[src/rtl/display_source.sv]
// display_source: BCD time-of-day clock with a stored six-digit word and a
// periodic display-select toggle.
//
// Configuration macro: TWELVE_HOUR_EN
//   undefined -> 24-hour clock, hours 00-23, reset time 00:00:00
//   defined   -> 12-hour clock, hours 01-12, reset time 12:00:00
//
// Parameters:
//   CLK_HZ   - clk cycles per second tick (>= 2)
//   ALT_SECS - seconds between toggles of b (1..255)
//
// Ports:
//   clk     in   clock, all state changes on rising edge
//   rst_n   in   asynchronous active-low reset
//   set_en  in   load time from set_val (ignored if set_val is not a legal time)
//   set_val in   BCD hh:mm:ss, [23:20]=H tens .. [3:0]=S units
//   mem_we  in   write mem_val into the stored word
//   mem_val in   six BCD digits, stored unchecked
//   a1      out  current time, BCD, same layout as set_val
//   a2      out  stored word
//   b       out  display select (0 -> a1, 1 -> a2)
//   tick    out  one-cycle pulse on each second boundary
module display_source #(
    parameter int unsigned CLK_HZ   = 50000000,
    parameter int unsigned ALT_SECS = 4
) (
    input  logic        clk,
    input  logic        rst_n,
    input  logic        set_en,
    input  logic [23:0] set_val,
    input  logic        mem_we,
    input  logic [23:0] mem_val,
    output logic [23:0] a1,
    output logic [23:0] a2,
    output logic        b,
    output logic        tick
);

    localparam int unsigned    CW      = $clog2(CLK_HZ);
    localparam logic [CW-1:0] PRE_MAX = CW'(CLK_HZ - 1);
    localparam logic [7:0]    ALT_MAX = 8'(ALT_SECS - 1);

`ifdef TWELVE_HOUR_EN
    localparam logic [23:0] TIME_RST  = 24'h120000;
    localparam logic [7:0]  HOUR_LAST = 8'h12;
    localparam logic [7:0]  HOUR_FIRST = 8'h01;
`else
    localparam logic [23:0] TIME_RST  = 24'h000000;
    localparam logic [7:0]  HOUR_LAST = 8'h23;
    localparam logic [7:0]  HOUR_FIRST = 8'h00;
`endif

    logic [CW-1:0] pre_q, pre_d;
    logic [7:0]    alt_q, alt_d;
    logic [23:0]   time_q, time_d;
    logic [23:0]   mem_q, mem_d;
    logic          b_q, b_d;
    logic          tick_q, tick_d;

    // Two-digit BCD increment; callers handle the wrap value themselves.
    function automatic logic [7:0] inc_bcd(input logic [7:0] v);
        logic [7:0] r;
        if (v[3:0] == 4'd9) begin
            r = {v[7:4] + 4'd1, 4'd0};
        end else begin
            r = {v[7:4], v[3:0] + 4'd1};
        end
        return r;
    endfunction

    logic       digits_ok;
    logic       hour_ok;
    logic       set_ok;
    logic       wrap;
    logic [7:0] sec_cur, min_cur, hour_cur;
    logic [7:0] sec_nxt, min_nxt, hour_nxt;
    logic [23:0] time_inc;

    // Legality of set_val
    always_comb begin
        digits_ok = 1'b1;
        for (int i = 0; i < 6; i++) begin
            if (set_val[4*i +: 4] > 4'd9) begin
                digits_ok = 1'b0;
            end
        end
`ifdef TWELVE_HOUR_EN
        hour_ok = ((set_val[23:20] == 4'd0) && (set_val[19:16] != 4'd0)) ||
                  ((set_val[23:20] == 4'd1) && (set_val[19:16] <= 4'd2));
`else
        hour_ok = (set_val[23:20] < 4'd2) ||
                  ((set_val[23:20] == 4'd2) && (set_val[19:16] <= 4'd3));
`endif
        set_ok = set_en && digits_ok && hour_ok &&
                 (set_val[15:12] <= 4'd5) && (set_val[7:4] <= 4'd5);
    end

    // Time + 1 second with BCD carries
    always_comb begin
        sec_cur  = time_q[7:0];
        min_cur  = time_q[15:8];
        hour_cur = time_q[23:16];
        sec_nxt  = (sec_cur == 8'h59) ? 8'h00 : inc_bcd(sec_cur);
        min_nxt  = min_cur;
        hour_nxt = hour_cur;
        if (sec_cur == 8'h59) begin
            min_nxt = (min_cur == 8'h59) ? 8'h00 : inc_bcd(min_cur);
            if (min_cur == 8'h59) begin
                hour_nxt = (hour_cur == HOUR_LAST) ? HOUR_FIRST : inc_bcd(hour_cur);
            end
        end
        time_inc = {hour_nxt, min_nxt, sec_nxt};
    end

    // Next state
    always_comb begin
        wrap   = (pre_q == PRE_MAX);
        pre_d  = wrap ? '0 : pre_q + 1'b1;
        time_d = time_q;
        alt_d  = alt_q;
        b_d    = b_q;
        tick_d = wrap;
        mem_d  = mem_we ? mem_val : mem_q;

        if (set_ok) begin
            // A valid set restarts the second and suppresses a coincident tick.
            pre_d  = '0;
            time_d = set_val;
            alt_d  = 8'd0;
            tick_d = 1'b0;
        end else if (wrap) begin
            time_d = time_inc;
            if (alt_q == ALT_MAX) begin
                alt_d = 8'd0;
                b_d   = ~b_q;
            end else begin
                alt_d = alt_q + 8'd1;
            end
        end
    end

    always_ff @(posedge clk or negedge rst_n) begin
        if (!rst_n) begin
            pre_q  <= '0;
            alt_q  <= 8'd0;
            time_q <= TIME_RST;
            mem_q  <= 24'h000000;
            b_q    <= 1'b0;
            tick_q <= 1'b0;
        end else begin
            pre_q  <= pre_d;
            alt_q  <= alt_d;
            time_q <= time_d;
            mem_q  <= mem_d;
            b_q    <= b_d;
            tick_q <= tick_d;
        end
    end

    assign a1   = time_q;
    assign a2   = mem_q;
    assign b    = b_q;
    assign tick = tick_q;

endmodule

[config.mk]
export PLATFORM = sky130hd
export DESIGN_NAME = display_source
export DESIGN_NICKNAME = d
export VERILOG_FILES = /design/src/rtl/display_source.sv
export SDC_FILE = /design/constraint.sdc
export NUM_CORES = 1
export LEC_CHECK = 0
export ABC_AREA = 0
export ABC_CLOCK_PERIOD_IN_PS = 7100
export BUFFER_PORTS_ARGS = -buffer_cell sky130_fd_sc_hd__buf_2
export CAP_MARGIN = 10
export CORE_MARGIN = 5
export CORE_UTILIZATION = 35
export CTS_CLUSTER_DIAMETER = 50
export DETAILED_ROUTE_END_ITERATION = 10
export GPL_ROUTABILITY_DRIVEN = 0
export GPL_TIMING_DRIVEN = 0
export PLACE_DENSITY_LB_ADDON = 0.15
export SLEW_MARGIN = 40
export SYNTH_ARGS = -nofsm -noshare
export SYNTH_HDL_FRONTEND = slang
export SYNTH_SLANG_ARGS = --single-unit
[constraint.sdc]
create_clock -name clk -period 7.1 [get_ports clk]
set_input_delay 0.355 -clock clk [delete_from_list [all_inputs] [get_ports clk]]
set_output_delay 0.355 -clock clk [all_outputs]
set_load 0.005 [all_outputs]
### After elaboration in Yosys (flattened, before gate mapping)

Index checks and enable logic that the tools add are counted.
Widths: inputs -> output; s select.

| word-level totals | value |
|---|---|
| register bits | 84 |
| input bits | 52 |
| output and inout port bits | 50 |
| word-level logic and storage cells | 81 |

| operators by class | value |
|---|---|
| add/subtract/negate cells | 8 |
| magnitude comparators | 10 |
| equality and inequality tests | 9 |
| muxes and demuxes | 23 |
| bitwise operators | 2 |
| reduce and logical (&&, ||, !) cells | 18 |

Operators with widths:

| operator | count |
|---|---|
| $mux 8 | 12 |
| $mux 26 | 2 |
| $mux 24 | 2 |
| $add 26x1->26 const B | 1 |
| $eq 26x26->1 const B | 1 |
| $add 4x1->4 const B | 6 |
| $gt 4x4->1 const B | 6 |
| $eq 8x7->1 const B | 2 |
| $eq 4x4->1 const B | 3 |
| $reduce_and 3->1 | 3 |
| $reduce_bool 3->1 | 3 |
| $add 8x1->8 const B | 1 |
| $eq 8x2->1 const B | 1 |
| $eq 8x6->1 const B | 1 |
| $le 4x3->1 const B | 2 |
| $mux 1 | 7 |
| $reduce_bool 2->1 | 3 |
| $logic_and 1x1->1 | 5 |
| $eq 4x2->1 const B | 1 |
| $le 4x2->1 const B | 1 |
| $lt 4x2->1 const B | 1 |
| $reduce_and 2->1 | 2 |
| $reduce_and 4->1 | 1 |
| $not 1->1 | 2 |
| $logic_or 1x1->1 | 1 |

### Longest topological paths before layout

| depth | value |
|---|---|
| depth after elaboration | 13 |
| gate-level depth with buffers | 9 |
| gate-level depth less buffers | 7 |

### Worst setup path before layout

No wires, ideal clock.

| path | value |
|---|---|
| path type | reg2reg |
| from | register pre_q[10] |
| to | register time_q[22], in the netlist a1[22] |
| setup time | 78 ps |
| arrival | 2234 ps |
| data required time | 7022 ps |
| setup slack | 4788 ps |
| cell stages (with the launch flop) | 7 |
| buffers on the path | 1 |
| clock period less this slack | 2312 ps |
| cells stage by stage | dfrtp_1 -> or4b_4 -> nor4_4 -> nand4_1 -> buf_2 -> or4_1 -> a21oi_1 |

| on the way | value |
|---|---|
| word-level cells in the longest chain between the ends | 3 |

Ends and longest elaborated chain:

| item | RTL line | RTL |
|---|---|---|
| start: declaration | 53 | `logic [CW-1:0] pre_q, pre_d;` |
| start signal: assignment | 151 | `pre_q <= pre_d;` |
| $eq 26x26->1 | 117 | `wrap = (pre_q == PRE_MAX);` |
| $reduce_bool 2->1 (no source line) | n/a |  |
| $reduce_and 4->1 (no source line) | n/a |  |
| end signal: assignment | 153 | `time_q <= time_d;` |
| end: declaration | 55 | `logic [23:0] time_q, time_d;` |

Every way passes these cells.
A chain may end at the register's enable or synchronous reset.

### Worst setup path in the final report

| path | value |
|---|---|
| from | register pre_q[16] |
| to | register time_q[23], in the netlist a1[23] |

Same word-level chain as after synthesis.

==> metrics.md <==
| Metric | Value |
|---|---|
| Outcome | `finished clean` |
| I/O pins | `102` |
| Post-Synthesis Net Count | `484` |
| H-tree depth | `3` |
| Setup TNS after final layout | `0 ns` |
| Core Area | `0.0120 mm2` |
| Final Hold Viols | `0` |
| Startpoint types | `flop` |
| Share of layout cells above drive strength 1 | `28.7%` |
| Hold WS | `0.226 ns` |
| Number of synthesized flops with an enable pin | `0` |
| Residual DRC | `0` |
| Placed insts | `666` |
| Layout Cells excl Fill | `683` |
| Final net count | `597` |
| Crit-path max FO | `10` |
| Total grt overflow | `0` |
| RSZ-0062 raised after global routing | `false` |
| Placement Setup Slack | `4.21 ns` |
| TritonCTS buffer count | `9` |
| Worst-margin pin slew | `0.720 ns` |
| Worst skew pair latency | `0.34 ns` |
| Fmax achieved | `350 MHz` |
| Worst path required time | `7.29 ns` |
| Root buffer cell | `clkbuf_16` |
| Worst rel slew slack | `51.6%` |
| Syn Inst Count | `418` |
| DIE AREA | `0.0145 mm2` |
| Hold buffers post-CTS | `1` |
| Total global routing track utilization | `15.0%` |
| Most used flip-flop cell after synthesis | `dfrtp_1` |
| Critical path data arrival time | `3.05 ns` |
| Max cap viols | `0` |
| Syn_area_per_cell | `10.2 um2` |
| Ys async rst share | `100%` |
| CTS tree | `done` |
| Period utilization | `40.2%` |
| Die width | `120 um` |
| # setup viols final | `0` |
| Synthesized area | `0.00427 mm2` |
| Filler instances | `1151` |
| Reg clk slew, reported paths | `0.06 ns` |
| Clock skew | `0.00726 ns` |
| PnR worst setup slack | `4.24 ns` |
| VDD IR-drop max | `102 uV` |
| DR pass1 iterations | `4` |
| Vias in the first global route | `3433` |
| Die outline height | `120 um` |
| Post-synthesis sequential area ratio | `49.2%` |
| Port-buffer cells | `100` |
| #FFs+latches synth | `84` |
| Routed len/inst | `15.7 um` |
| Tmin final | `2.86 ns` |
| Mean number of vias per cell | `5.13` |
| R2R Setup Slk | `4.24 ns` |
| Initial antenna violation count | `0` |
| Hold WC Path Type | `input port to flop` |
| Resize count post-CTS | `0` |
| Pwr Density | `228 mW/mm2` |
| ANT cells | `0` |
| Vias | `3502` |
| CTS sink count | `84` |
| Total Wirelength | `10.7 mm` |
| Max-slew violation count | `0` |
| Initial Util | `35.7%` |
| Ys Warns | `0` |
| Synth unique cells | `52` |
| # Post-CTS Setup Buffers | `0` |
| Crit. End Element | `flop` |
| Initial DRC count | `179` |
| Critical path type | `flop to flop` |
| Area Overhead vs Synth | `24.5%` |
| Row cnt | `40` |
| Max Buffers Root-to-Sink | `2` |
| Pin count of the biggest net entering global routing | `50` |
| Global-route wire length before repair | `17.5 mm` |
| Pleak | `0.00243 uW` |
| Antenna-violating nets left | `0` |
| DP HPWL | `7.99 mm` |
metrics by stage:
| step | power (uW) | util (%) | area [um2] |
|---|---|---|---|
| global placement | 755 | 41.4 | 4950 |
| finish | 1210 | 44.4 | 5310 |
| CTS | 1230 | 44.4 | 5310 |
| floorplan | 679 | - | 4270 |
| global route | 1280 | 44.4 | 5310 |
| detailed placement | 765 | 41.8 | 5000 |
state kept, by name (all words and copies together), names as in the netlist:
signal	flops
tick	1
alt_q	8
b	1
pre_q	26
a1	24
a2	24
synth_stat cells, types with 2 or more instances:
| library cell | n | area, um2 |
|---|---|---|
| nand2b_1 | 2 | 12.5 |
| nand3b_1 | 3 | 22.5 |
| or2_2 | 3 | 18.8 |
| a22o_1 | 2 | 17.5 |
| o31ai_1 | 2 | 15.0 |
| ha_1 | 14 | 175 |
| o21ai_0 | 14 | 70.1 |
| o41ai_1 | 2 | 17.5 |
| and3_1 | 9 | 56.3 |
| or3_1 | 11 | 68.8 |
| a31oi_1 | 13 | 81.3 |
| dfrtp_1 | 84 | 2100 |
| xor2_1 | 22 | 193 |
| nand2_1 | 30 | 113 |
| nor2_1 | 56 | 210 |
| inv_1 | 9 | 33.8 |
| nand3_1 | 27 | 135 |
| xnor2_1 | 5 | 43.8 |
| or4_1 | 7 | 52.6 |
| nand4_1 | 13 | 81.3 |
| and2_1 | 4 | 25.0 |
| a21oi_1 | 7 | 35.0 |
| mux2i_1 | 4 | 40.0 |
| mux2_2 | 25 | 282 |
| and4_1 | 3 | 26.3 |
| nor2b_1 | 2 | 12.5 |
| nor3_1 | 3 | 15.0 |
| clkbuf_1 | 14 | 52.6 |
| and3b_1 | 2 | 17.5 |
| nor4_1 | 3 | 18.8 |
| a211oi_1 | 2 | 15.0 |
placed cells by master (no fill, tap or decap), types with 14 or more instances in the layout:
| master | Yosys | routed |
|---|---|---|
| buf_2 | 1 | 100 |
| clkbuf_1 | 14 | 14 |
| dfrtp_1 | 84 | 84 |
| ha_1 | 14 | 14 |
| mux2_2 | 25 | 25 |
| nand2_1 | 30 | 30 |
| nand3_1 | 27 | 27 |
| nor2_1 | 56 | 56 |
| o21ai_0 | 14 | 14 |
| xor2_1 | 22 | 22 |
final cells by class:
type	count	area [um2]	area share (%)
inverter	9	33.8	0.636
clock buffer	11	253	4.76
buffer	15	57.6	1.08
multi-input combinational	310	2100	39.5
tap	147	184	3.46
clock inverter	5	42.5	0.801
sequential	84	2100	39.6
timing repair buffer	102	544	10.2
worst paths after layout:
kind                                      from                   end  depth (start not counted)
max                        pre_q[16]$_DFF_PN0_    a1[23]$_DFFE_PN0P_                          6
min                                set_val[12]    a1[12]$_DFFE_PN0P_                          3
max reg2reg                pre_q[16]$_DFF_PN0_    a1[23]$_DFFE_PN0P_                          6
min reg2reg                      b$_DFFE_PN0P_         b$_DFFE_PN0P_                          1
max in group asynchronous                rst_n  alt_q[4]$_DFFE_PN0P_                          3
min in group asynchronous                rst_n     a2[6]$_DFFE_PN0P_                          2
where the power goes:
part / internal [uW] / leakage, uW / switching, uW / total (uW)
clock: 260 / 0.000143 / 196 / 456
combinational: 89.9 / 0.00132 / 89.1 / 179
sequential: 528 / 0.000967 / 47.9 / 576
critical path: stages, from the launching register on:
cell and delay [ns]:
dfrtp_1 0.45, or4_4 0.57, nor4_4 0.53, nand2_1 0.33, clkbuf_1 0.33, o41ai_1 0.40
a21oi_1 0.10
routing by layer:
metal	GRT usage [%]	up-vias	part of all wire, %
met5	0	-	0
met2	23.3	88	46
met1	20.6	1680	47
met4	4.25	0	1.0
met3	3.88	8	6.3
li1	-	1726	-
logic make-up (layout without fill, tap and decap cells):
logic type / after synthesis / after routing / synth area share, %
compound gates: 48 / 48 / 7.09
xor+xnor: 27 / 27 / 5.54
fa+ha+maj: 14 / 14 / 4.10
buf+inv: 24 / 142 / 2.14
flops: 84 / 84 / 49.2
mux: 29 / 29 / 7.53
simple gates: 192 / 192 / 24.4
Note: power is estimated with default switching activity, not from simulation.
